$ cat src/rtl/extend_pipe_pkg.sv
// Shared opcode constants, extension modes and opcode decode for the
// immediate / load-alignment extension pipeline.
package extend_pipe_pkg;

  localparam logic [5:0] OPCODE_REGIMM = 6'h01;
  localparam logic [5:0] OPCODE_BEQ    = 6'h04;
  localparam logic [5:0] OPCODE_BNE    = 6'h05;
  localparam logic [5:0] OPCODE_BLEZ   = 6'h06;
  localparam logic [5:0] OPCODE_BGTZ   = 6'h07;
  localparam logic [5:0] OPCODE_ADDIU  = 6'h09;
  localparam logic [5:0] OPCODE_SLTI   = 6'h0A;
  localparam logic [5:0] OPCODE_SLTIU  = 6'h0B;
  localparam logic [5:0] OPCODE_ANDI   = 6'h0C;
  localparam logic [5:0] OPCODE_ORI    = 6'h0D;
  localparam logic [5:0] OPCODE_XORI   = 6'h0E;
  localparam logic [5:0] OPCODE_LUI    = 6'h0F;
  localparam logic [5:0] OPCODE_LB     = 6'h20;
  localparam logic [5:0] OPCODE_LH     = 6'h21;
  localparam logic [5:0] OPCODE_LWL    = 6'h22;
  localparam logic [5:0] OPCODE_LW     = 6'h23;
  localparam logic [5:0] OPCODE_LBU    = 6'h24;
  localparam logic [5:0] OPCODE_LHU    = 6'h25;
  localparam logic [5:0] OPCODE_LWR    = 6'h26;
  localparam logic [5:0] OPCODE_SW     = 6'h2B;

  typedef enum logic [2:0] {
    IMM_S, IMM_Z, LUI, BYTE, HALF, WORD, LWL, LWR
  } ext_mode_t;

  typedef struct packed {
    ext_mode_t mode;
    logic      sgn;   // sign-extend the loaded lane (BYTE/HALF only)
  } decode_t;

  function automatic decode_t decode_op(input logic [5:0] opcode);
    decode_t d;
    d.mode = IMM_Z;
    d.sgn  = 1'b1;
    case (opcode)
      OPCODE_SW, OPCODE_ADDIU, OPCODE_SLTI, OPCODE_SLTIU, OPCODE_BEQ,
      OPCODE_BNE, OPCODE_BGTZ, OPCODE_BLEZ, OPCODE_REGIMM: d.mode = IMM_S;
      OPCODE_ANDI, OPCODE_ORI, OPCODE_XORI:                 d.mode = IMM_Z;
      OPCODE_LUI:                                           d.mode = LUI;
      OPCODE_LB:  d.mode = BYTE;
      OPCODE_LBU: begin d.mode = BYTE; d.sgn = 1'b0; end
      OPCODE_LH:  d.mode = HALF;
      OPCODE_LHU: begin d.mode = HALF; d.sgn = 1'b0; end
      OPCODE_LW:  d.mode = WORD;
      OPCODE_LWL: d.mode = LWL;
      OPCODE_LWR: d.mode = LWR;
      default:    d.mode = IMM_Z;
    endcase
    return d;
  endfunction

endpackage

$ cat src/rtl/extend_pipe_if.sv
// Request/response bundle for extend_pipe; master is the producer/consumer side.
interface extend_pipe_if #(
  parameter int DATA_W = 32,
  parameter int IMM_W  = 16
);
  logic              flush;
  logic              in_valid;
  logic              in_ready;
  logic [5:0]        opcode;
  logic [1:0]        byte_offset;
  logic [IMM_W-1:0]  imm;
  logic [31:0]       mem_word;
  logic [31:0]       rt_old;
  logic              out_valid;
  logic              out_ready;
  logic [DATA_W-1:0] out_data;
  logic              out_err;

  modport master (
    output flush, in_valid, opcode, byte_offset, imm, mem_word, rt_old, out_ready,
    input  in_ready, out_valid, out_data, out_err
  );

  modport slave (
    input  flush, in_valid, opcode, byte_offset, imm, mem_word, rt_old, out_ready,
    output in_ready, out_valid, out_data, out_err
  );
endinterface

$ cat src/rtl/extend_pipe_load_align.sv
// Combinational load lane selection and LWL/LWR merge into a 32-bit word,
// flagging misaligned LW/LH/LHU.
module load_align
  import extend_pipe_pkg::*;
(
  input  ext_mode_t   mode,
  input  logic        sgn,
  input  logic [1:0]  byte_offset,
  input  logic [31:0] mem_word,
  input  logic [31:0] rt_old,
  output logic [31:0] word,
  output logic        err
);

  logic [7:0]  byte_lane;
  logic [15:0] half_lane;

  assign byte_lane = 8'(mem_word >> {byte_offset, 3'b000});
  assign half_lane = byte_offset[1] ? mem_word[31:16] : mem_word[15:0];

  // NOTE: every output gets a default before the case so no path leaves
  // it unassigned, which would otherwise infer a latch.
  always_comb begin
    word = '0;
    err  = 1'b0;
    case (mode)
      BYTE: word = {{24{sgn & byte_lane[7]}}, byte_lane};
      HALF: begin
        if (byte_offset[0]) err  = 1'b1;
        else                word = {{16{sgn & half_lane[15]}}, half_lane};
      end
      WORD: begin
        if (byte_offset != 2'd0) err  = 1'b1;
        else                     word = mem_word;
      end
      LWL: begin
        case (byte_offset)
          2'd0:    word = {mem_word[7:0],  rt_old[23:0]};
          2'd1:    word = {mem_word[15:0], rt_old[15:0]};
          2'd2:    word = {mem_word[23:0], rt_old[7:0]};
          default: word = mem_word;
        endcase
      end
      LWR: begin
        case (byte_offset)
          2'd0:    word = mem_word;
          2'd1:    word = {rt_old[31:24], mem_word[31:8]};
          2'd2:    word = {rt_old[31:16], mem_word[31:16]};
          default: word = {rt_old[31:8],  mem_word[31:24]};
        endcase
      end
      default: word = '0;
    endcase
  end

endmodule

$ cat src/rtl/extend_pipe.sv
// One-stage extension pipeline: decodes the opcode, widens the immediate or
// aligned load word to DATA_W and holds it in a valid/ready output register.
module extend_pipe
  import extend_pipe_pkg::*;
#(
  parameter int DATA_W = 32,
  parameter int IMM_W  = 16
) (
  input  logic clk,
  input  logic reset_n,
  extend_pipe_if.slave bus
);

  decode_t           dec;
  logic [31:0]       align_word;
  logic              align_err;
  logic [DATA_W-1:0] result;
  logic              accept;

  assign dec = decode_op(bus.opcode);

  load_align u_align (
    .mode        (dec.mode),
    .sgn         (dec.sgn),
    .byte_offset (bus.byte_offset),
    .mem_word    (bus.mem_word),
    .rt_old      (bus.rt_old),
    .word        (align_word),
    .err         (align_err)
  );

  // Load words are already extended to 32 bits inside load_align, so a
  // plain sign-extension of bit 31 is correct for signed and unsigned loads.
  always_comb begin
    result = '0;
    case (dec.mode)
      IMM_S:   result = DATA_W'($signed(bus.imm));
      IMM_Z:   result = DATA_W'(bus.imm);
      LUI:     result = DATA_W'($signed({bus.imm, {IMM_W{1'b0}}}));
      default: result = align_err ? '0 : DATA_W'($signed(align_word));
    endcase
  end

  assign bus.in_ready = !bus.out_valid || bus.out_ready;
  assign accept       = bus.in_valid && bus.in_ready;

  // NOTE: sequential state uses non-blocking assignments only; the data and
  // error registers are reset as well because reset must clear them at once.
  always_ff @(posedge clk or negedge reset_n) begin
    if (!reset_n) begin
      bus.out_valid <= 1'b0;
      bus.out_data  <= '0;
      bus.out_err   <= 1'b0;
    end else begin
      if (bus.flush)         bus.out_valid <= 1'b0;
      else if (accept)       bus.out_valid <= 1'b1;
      else if (bus.out_ready) bus.out_valid <= 1'b0;

      if (accept) begin
        bus.out_data <= result;
        bus.out_err  <= (dec.mode == HALF || dec.mode == WORD) && align_err;
      end
    end
  end

endmodule
$ cat src/flat_wrapper.sv
// flat-port wrapper written by rule: the top's interface ports become plain ports
module extend_pipe_flat import extend_pipe_pkg::*;
#(
  parameter int DATA_W = 32,
  parameter int IMM_W  = 16
)
  (clk, reset_n, bus_flush, bus_in_valid, bus_opcode, bus_byte_offset, bus_imm, bus_mem_word, bus_rt_old, bus_out_ready, bus_in_ready, bus_out_valid, bus_out_data, bus_out_err);
  extend_pipe_if #(.DATA_W(DATA_W), .IMM_W(IMM_W)) bus_i ();
  input  logic clk;
  input  logic reset_n;
  input wire logic [$bits(bus_i.flush)-1:0] bus_flush;
  input wire logic [$bits(bus_i.in_valid)-1:0] bus_in_valid;
  input wire logic [$bits(bus_i.opcode)-1:0] bus_opcode;
  input wire logic [$bits(bus_i.byte_offset)-1:0] bus_byte_offset;
  input wire logic [$bits(bus_i.imm)-1:0] bus_imm;
  input wire logic [$bits(bus_i.mem_word)-1:0] bus_mem_word;
  input wire logic [$bits(bus_i.rt_old)-1:0] bus_rt_old;
  input wire logic [$bits(bus_i.out_ready)-1:0] bus_out_ready;
  output wire logic [$bits(bus_i.in_ready)-1:0] bus_in_ready;
  output wire logic [$bits(bus_i.out_valid)-1:0] bus_out_valid;
  output wire logic [$bits(bus_i.out_data)-1:0] bus_out_data;
  output wire logic [$bits(bus_i.out_err)-1:0] bus_out_err;
  assign bus_i.flush = bus_flush;
  assign bus_i.in_valid = bus_in_valid;
  assign bus_i.opcode = bus_opcode;
  assign bus_i.byte_offset = bus_byte_offset;
  assign bus_i.imm = bus_imm;
  assign bus_i.mem_word = bus_mem_word;
  assign bus_i.rt_old = bus_rt_old;
  assign bus_i.out_ready = bus_out_ready;
  assign bus_in_ready = bus_i.in_ready;
  assign bus_out_valid = bus_i.out_valid;
  assign bus_out_data = bus_i.out_data;
  assign bus_out_err = bus_i.out_err;
  extend_pipe #(.DATA_W(DATA_W), .IMM_W(IMM_W)) u_core (.clk(clk), .reset_n(reset_n), .bus(bus_i));
endmodule
$ cat config.mk
export PLATFORM = sky130hd
export DESIGN_NAME = extend_pipe_flat
export DESIGN_NICKNAME = d
export VERILOG_FILES = /design/src/rtl/extend_pipe_pkg.sv /design/src/rtl/extend_pipe_if.sv /design/src/rtl/extend_pipe_load_align.sv /design/src/rtl/extend_pipe.sv /design/src/flat_wrapper.sv
export SDC_FILE = /design/constraint.sdc
export NUM_CORES = 1
export LEC_CHECK = 0
export CORE_MARGIN = 2
export CORE_UTILIZATION = 30
export CTS_CLUSTER_SIZE = 20
export DETAILED_ROUTE_END_ITERATION = 8
export HOLD_SLACK_MARGIN = 0.08
export SLEW_MARGIN = 30
export SYNTH_ARGS = -nofsm -noshare
export SYNTH_HDL_FRONTEND = slang
export SYNTH_HIERARCHICAL = 1
export SYNTH_SLANG_ARGS = --single-unit
export TNS_END_PERCENT = 5
$ cat constraint.sdc
create_clock -name clk -period 1.7 [get_ports clk]
set_input_delay 0.51 -clock clk [delete_from_list [all_inputs] [get_ports clk]]
set_output_delay 0.51 -clock clk [all_outputs]
set_load 0.005 [all_outputs]
==> flow_metrics.tcl, run 1 <==
set metrics [dict create \
    max_slew.worst_pin.slew_ps 704 \
    cts_made_buffers 5 \
    yosysTopAreaCellShare_pct 22.8 \
    clk_pin_slew_ps 50 \
    synth-warning-count 6 \
    synth_seq_area_share_pct 22.8 \
    maxSlewViolCount 0 \
    fp.coreArea_mm2 0.0121 \
    timing.final.crit_period_ps 2630 \
    multi_input_gate_area_in_the_final_layout_mm2 0.00292 \
    skew_ps 4.22 \
    port_buffers 127 \
    ys_async_rst_share_pct 100 \
    final_area_mm2 0.00673 \
    hold_start "u_core/bus.out_data[15]" \
    min_delay_path_depth 2 \
    detail_route_antenna_nets 0 \
    finish.net_count 769 \
    postCtsHoldBufs 0 \
    post-layout-total-power_mw 3.57 \
    path_buf_inv 4 \
    die_w_um 115 \
    timing.final.ws_setup_ps -930 \
    postSynthNetCount 534 \
    run_status "complete, but fails checks" \
    setup_viol 33 \
    netlist_cell_types 60 \
    gp_weighted_congestion 0.889 \
    dr.pass1.iters 6 \
    power.density_mw_per_mm2 530 \
    layout_cell_share_with_drive_strength_beyond_1_pct 35.5 \
    reg2reg_to "u_core/bus.out_data[29]" \
    synth_compound_gate_area_share_pct 28.3 \
    cp-start-kind "primary input" \
    worstRegToRegCells 4 \
    h-tree-depth 2 \
    synth_cell_area_mm2 0.00372 \
    post-route-drc-count 0 \
    drv.max_cap_violation_count 0 \
    synth_enable_flop_cells 0 \
    floorplan.io_pins 128 \
    synth-adder-area-share_pct 0 \
    average_detailed_routed_wire_length_per_instance_um 20.5 \
    rows 40 \
    regToRegSetupSlack_ps 210 \
    synthSimpleGateAreaFrac_pct 26.0 \
    clock-root-buffer "sky130_fd_sc_hd__clkbuf_16" \
    hold_slack_ps 502 \
    tritoncts_clock_tree "yes" \
    top_flip_flop_cell_by_instance_count_after_synthesis "sky130_fd_sc_hd__dfrtp_1" \
    fillers 1070 \
    ir_drop_mv 0.384 \
    initialDrtViolationCount 409 \
    path_class "in2reg" \
    cell_area_after_placement_mm2 0.00599 \
    clock_latency_ps 280 \
    grt_first_pass_wirelength_mm 26.4 \
    crit_slowest_cell "sky130_fd_sc_hd__nor4bb_4" \
    netlist_instances 441 \
    synthDominantAreaCellType "sky130_fd_sc_hd__dfrtp_1" \
    crit_path_end_kind "register" \
    final-hold-violation-count 0 \
    timing.critical_path.arrival_ps 2790 \
    netlist_top_cells_count "sky130_fd_sc_hd__nand2_1, sky130_fd_sc_hd__dfrtp_1, sky130_fd_sc_hd__mux2i_1" \
    initial_antenna_violation_count 0 \
    ys_ff_latch 34 \
    clock_tree.buffer_depth 2 \
    worst-path-max-fanout 6 \
    worst_path_dominant_cell_family "simple AND/OR/NAND/NOR gates" \
    cp_slowest_stage_delay_ps 370 \
    numClockSinks 34 \
    number_of_vias_per_cell 5.55 \
    global_route.overflow_total 0 \
    pin_count_of_the_biggest_net_entering_global_routing 35 \
    finalCoreUtilization_pct 55.8 \
    grt_pass1_vias 4637 \
    fmax_ghz 0.380 \
    synth.top_cells.by_area "sky130_fd_sc_hd__dfrtp_1, sky130_fd_sc_hd__mux2i_1, sky130_fd_sc_hd__mux2_2" \
    holdCritPathClass "reg2reg" \
    regToRegStartpoint "u_core/bus.out_valid" \
    routed-via-count 4692 \
    areaGrowthSynthToFinish_pct 80.8 \
    synth.most_common_cell "sky130_fd_sc_hd__nand2_1" \
    synth_xor_area_share_pct 0 \
    initial_utilization_pct 30.9 \
    detail_route.wirelength_mm 17.3 \
    die_h_um 115 \
    overall_global_routing_usage_pct 25.6 \
    area_used_by_sequential_logic_in_the_layout_um2 851 \
    die_area_mm2 0.0133 \
    yosys-mux-area-fraction_pct 16.1 \
    largest_family_of_logic_cells_by_synthesized_area "compound AO/OA/AOI/OAI gates" \
    min_period_over_period_pct 155 \
    detailed_place_hpwl_mm 13.3 \
    worst-endpoint-required_ps 1860 \
    diodes 0 \
    rsz0062_at_grt "yes" \
    holdPathEnd "u_core/bus.out_data[15]" \
    power.static_leakage_nw 2.98 \
    path_cells "buf_12 -> nor4bb_4 -> a2111oi_4 -> nor2_1 -> nand2_2 -> buf_12 -> buf_16 -> nand4_1 -> buf_6 -> nor2_1 -> a221oi_4 -> o211ai_1 -> and3_1 -> a221o_1" \
    violations_in_the_final_reports "setup timing" \
    slew_headroom_pct 53.0 \
    syn_avg_cell_area_um2 8.45 \
]
[per-stage QoR]
stage          setup WS, ps  TNS, ps  std cells
2_1_floorplan          -916   -28770        441
3_3_place_gp          -1760   -50550        818
3_5_place_dp          -1770   -52090        818
4_1_cts                -822   -24650        844
5_1_grt               -1050   -31310        845
6_report               -930   -27140        845
[area by class of cell]
| cell class | instances | area share (%) |
|---|---|---|
| Tap cell | 168 | 3.12 |
| Sequential cell | 34 | 12.6 |
| Timing Repair Buffer | 268 | 37.7 |
| Clock buffer | 5 | 1.86 |
| Clock inverter | 3 | 1.02 |
| Inverter | 6 | 0.409 |
| Multi-Input combinational cell | 361 | 43.3 |
[worst max-delay path by stage]
stage	startpoint	to	slack, ps	cells after the start
finish	bus_opcode[0]	u_core/bus.out_data[8]	-930	14
global route	bus_opcode[0]	u_core/bus.out_data[22]	-1050	16
CTS	bus_opcode[0]	u_core/bus.out_data[7]	-820	13
detailed placement	bus_opcode[3]	u_core/bus.out_data[8]	-1770	11
global placement	bus_opcode[3]	u_core/bus.out_data[8]	-1760	11
floorplan	bus_opcode[2]	u_core/bus.out_data[16]	-920	13
[registers in the layout, summed over array words and instances (netlist names)]
signal                count
u_core/bus.out_err        1
u_core/bus.out_valid      1
u_core/bus.out_data      32
[cells by family (layout without fill, tap and decap cells)]
family | Yosys count | after routing
and+or+nand+nor | 163 | 163
AOI/OAI and AO/OA | 146 | 146
muxes | 52 | 52
buffers and inverters | 46 | 282
DFF | 34 | 34
[per-layer routing]
layer / GRT usage, % / wire [um]
met1: 35.9 / 7680
met2: 43.5 / 8320
met5: 0 / 0
met4: 4.58 / 232
met3: 2.25 / 1110
[report_power, final]
group	internal (mW)	switching [mW]
combinational	0.801	0.593
clock	0.842	0.353
sequential	0.910	0.0712
[layout by cell type, fill, tap and decap left out, drive strengths merged, types with 5 or more instances in the layout]
cell / instances
and3: 27
a221o: 15
a31oi: 18
inv: 6
nor2: 20
o22ai: 15
o211ai: 12
nand3: 15
dfrtp: 34
nor3: 5
a211oi: 8
nand2: 45
mux2: 18
o221ai: 5
mux2i: 30
clkdlybuf4s50: 108
clkbuf: 5
o21ai: 19
nor2b: 21
a222oi: 14
a21oi: 25
dlygate4sd2: 5
dlymetal6s2s: 5
buf: 150
[tightest hold or removal path, delay by kind of cell, from the launching register on]
family,cells,cell delay (ps)
flip-flops,1,340
AND/OR/NAND/NOR,2,130
[what timing repair did]
action,CTS,global route
setup buffers,20,1
hold endpoints to repair,0,0
pin swaps,47,13
gates resized for setup,108,21
cloned,1,0
setup endpoints to repair,38,38
Note: power is estimated with default switching activity, not from simulation.
==> inputs of run 2 (changes only) <==
--- a/config.mk
+++ b/config.mk
@@ -5,12 +5,13 @@
 export SDC_FILE = /design/constraint.sdc
 export NUM_CORES = 1
 export LEC_CHECK = 0
+export CORE_ASPECT_RATIO = 1.1
 export CORE_MARGIN = 2
 export CORE_UTILIZATION = 30
 export CTS_CLUSTER_SIZE = 20
 export DETAILED_ROUTE_END_ITERATION = 8
-export HOLD_SLACK_MARGIN = 0.08
-export SLEW_MARGIN = 30
+export HOLD_SLACK_MARGIN = 0.15
+export SLEW_MARGIN = 20
 export SYNTH_ARGS = -nofsm -noshare
 export SYNTH_HDL_FRONTEND = slang
 export SYNTH_HIERARCHICAL = 1
==> flow_metrics.tcl, run 2 (same netlist as run 1, synthesis figures left out) <==
set metrics [dict create \
    detailed_place_hpwl_mm 13.1 \
    min_delay_path_depth 2 \
    layout_cell_share_with_drive_strength_beyond_1_pct 33.6 \
    dr.pass1.iters 8 \
    clock_latency_ps 280 \
    regToRegStartpoint "u_core/bus.out_valid" \
    maxSlewViolCount 0 \
    areaGrowthSynthToFinish_pct 75.5 \
    initial_antenna_violation_count 0 \
    cts_made_buffers 5 \
    timing.final.ws_setup_ps -881 \
    cp-start-kind "primary input" \
    slew_headroom_pct 27.8 \
    timing.final.crit_period_ps 2580 \
    post_layout_nonfiller_instances 821 \
    grt_first_pass_wirelength_mm 25.5 \
    finalCoreUtilization_pct 54.1 \
    layout.cells.most_common_list "sky130_fd_sc_hd__buf_4, sky130_fd_sc_hd__clkdlybuf4s50_1, sky130_fd_sc_hd__nand2_1" \
    skew_ps 5.51 \
    number_of_vias_per_cell 5.74 \
    pin_count_of_the_biggest_net_entering_global_routing 35 \
    floorplan.io_pins 128 \
    port_buffers 127 \
    gp_weighted_congestion 0.891 \
    crit_path_end_kind "register" \
    regMostFlops "u_core/bus.out_data" \
    cp.depth 14 \
    average_detailed_routed_wire_length_per_instance_um 19.9 \
    post-layout-total-power_mw 3.26 \
    tritoncts_clock_tree "yes" \
    power.density_mw_per_mm2 498 \
    numClockSinks 34 \
    worstRegToRegCells 4 \
    detail_route_antenna_nets 0 \
    detail_route.wirelength_mm 16.3 \
    die_w_um 110 \
    max_ffs_per_register 32 \
    dp_cells 798 \
    path_cells "buf_8 -> buf_6 -> nand2_4 -> nor4_4 -> o21bai_4 -> buf_6 -> nand2b_4 -> buf_12 -> nor3_4 -> buf_12 -> a221oi_1 -> o211ai_1 -> and3_1 -> a221o_1" \
    finish.net_count 759 \
    ir_drop_mv 0.436 \
    clock_tree.buffer_depth 2 \
    rsz0062_at_grt "yes" \
    holdCritPathClass "reg2reg" \
    placement.setup.worst_slack_ps -1860 \
    clk_pin_slew_ps 50 \
    rows 42 \
    drv.max_cap_violation_count 0 \
    initialDrtViolationCount 331 \
    path_buf_inv 5 \
    clock-root-buffer "sky130_fd_sc_hd__clkbuf_16" \
    fillers 1122 \
    global_route.overflow_total 0 \
    mostFrequentLayoutCell "sky130_fd_sc_hd__buf_4" \
    h-tree-depth 2 \
    path_class "in2reg" \
    initial_utilization_pct 30.8 \
    overall_global_routing_usage_pct 24.9 \
    post-route-drc-count 0 \
    fp.coreArea_mm2 0.0121 \
    crit_slowest_cell "sky130_fd_sc_hd__nor4_4" \
    setup_viol 33 \
    reg_top3 "u_core/bus.out_data (32), u_core/bus.out_err (1), u_core/bus.out_valid (1)" \
    die_area_mm2 0.0133 \
    routed-via-count 4712 \
    min_period_over_period_pct 152 \
    final-hold-violation-count 0 \
    timing.critical_path.arrival_ps 2740 \
    crit_start "bus_opcode[2]" \
    worst_path_dominant_cell_family "compound AO/OA/AOI/OAI gates" \
    fmax_ghz 0.387 \
    grt_pass1_vias 4726 \
    diodes 0 \
    violations_in_the_final_reports "setup timing" \
    max_slew.worst_pin.slew_ps 1080 \
    hold_start "u_core/bus.out_data[15]" \
    die_h_um 121 \
    run_status "complete, but fails checks" \
    worst-path-max-fanout 13 \
    power.static_leakage_nw 2.88 \
    cp_slowest_stage_delay_ps 300 \
    worst-endpoint-required_ps 1860 \
]
==> run 2: changes by cell type in the layout (fill, tap and decap cells not counted), sizes merged, moves of 2 or more <==
cell           previous run  this run
buf                     150       140
dlygate4sd2               5         2
bufinv                    2         0
clkdlybuf4s50           108       110
==> run 2: path summary, 6_finish.rpt <==
| check | endpoint | slack, ps |
|---|---|---|
| max in group asynchronous | u_core/bus.out_data[21] | 920 |
| worst min-delay path | u_core/bus.out_data[15] | 510 |
| worst max register to register | u_core/bus.out_data[28] | -50 |
| worst max-delay path | u_core/bus.out_data[8] | -880 |
| worst min register to register | u_core/bus.out_data[15] | 510 |
| min in group asynchronous | u_core/bus.out_data[19] | 600 |
==> run 2: layout make-up <==
type	instances	area [um2]	share of cell area, %
clock buffers	6	139	2.12
clock inverters	2	12.5	0.191
inverters	6	25.0	0.383
multi-input cells	361	2900	44.3
flip-flops and latches	34	851	13.0
well taps	154	193	2.95
repair buffers	258	2420	37.0
==> run 2: timing repair <==
| action | in CTS | in global routing |
|---|---|---|
| resized for setup | 82 | 32 |
| gates cloned | 1 | 0 |
| setup buffers | 12 | 2 |
| hold buffers | 0 | 0 |
| pin swaps | 29 | 23 |
| endpoints found under the setup margin | 35 | 39 |
==> run 2: layer usage <==
| metal | GRT usage [%] | part of all wire [%] | vias up |
|---|---|---|---|
| met4 | 10.3 | 3.4 | 0 |
| li1 | - | - | 2195 |
| met1 | 33.5 | 42 | 2259 |
| met3 | 3.38 | 7.0 | 36 |
| met2 | 39.8 | 48 | 222 |
| met5 | 0 | 0 | - |
==> run 2: power breakdown <==
group	internal, mW	leakage, nW	switching, mW
clock network	0.579	0.0729	0.335
logic	0.795	2.39	0.570
registers	0.910	0.419	0.0673
==> run 2: tightest hold or removal path, stage by stage, from the launching register on <==
cell and delay [ps]:
sky130_fd_sc_hd__dfrtp_1 350, sky130_fd_sc_hd__nand2_1 50, sky130_fd_sc_hd__nand3_1 70
==> run 2: per-stage QoR <==
stage	cell area, um2	hold WS, ps	TNS [ps]
after detailed placement	5940	493	-54250
after global routing	6540	532	-28770
after floorplan	3780	214	-28770
after CTS	6370	505	-25230
final	6540	507	-25390
after global placement	5940	495	-51310
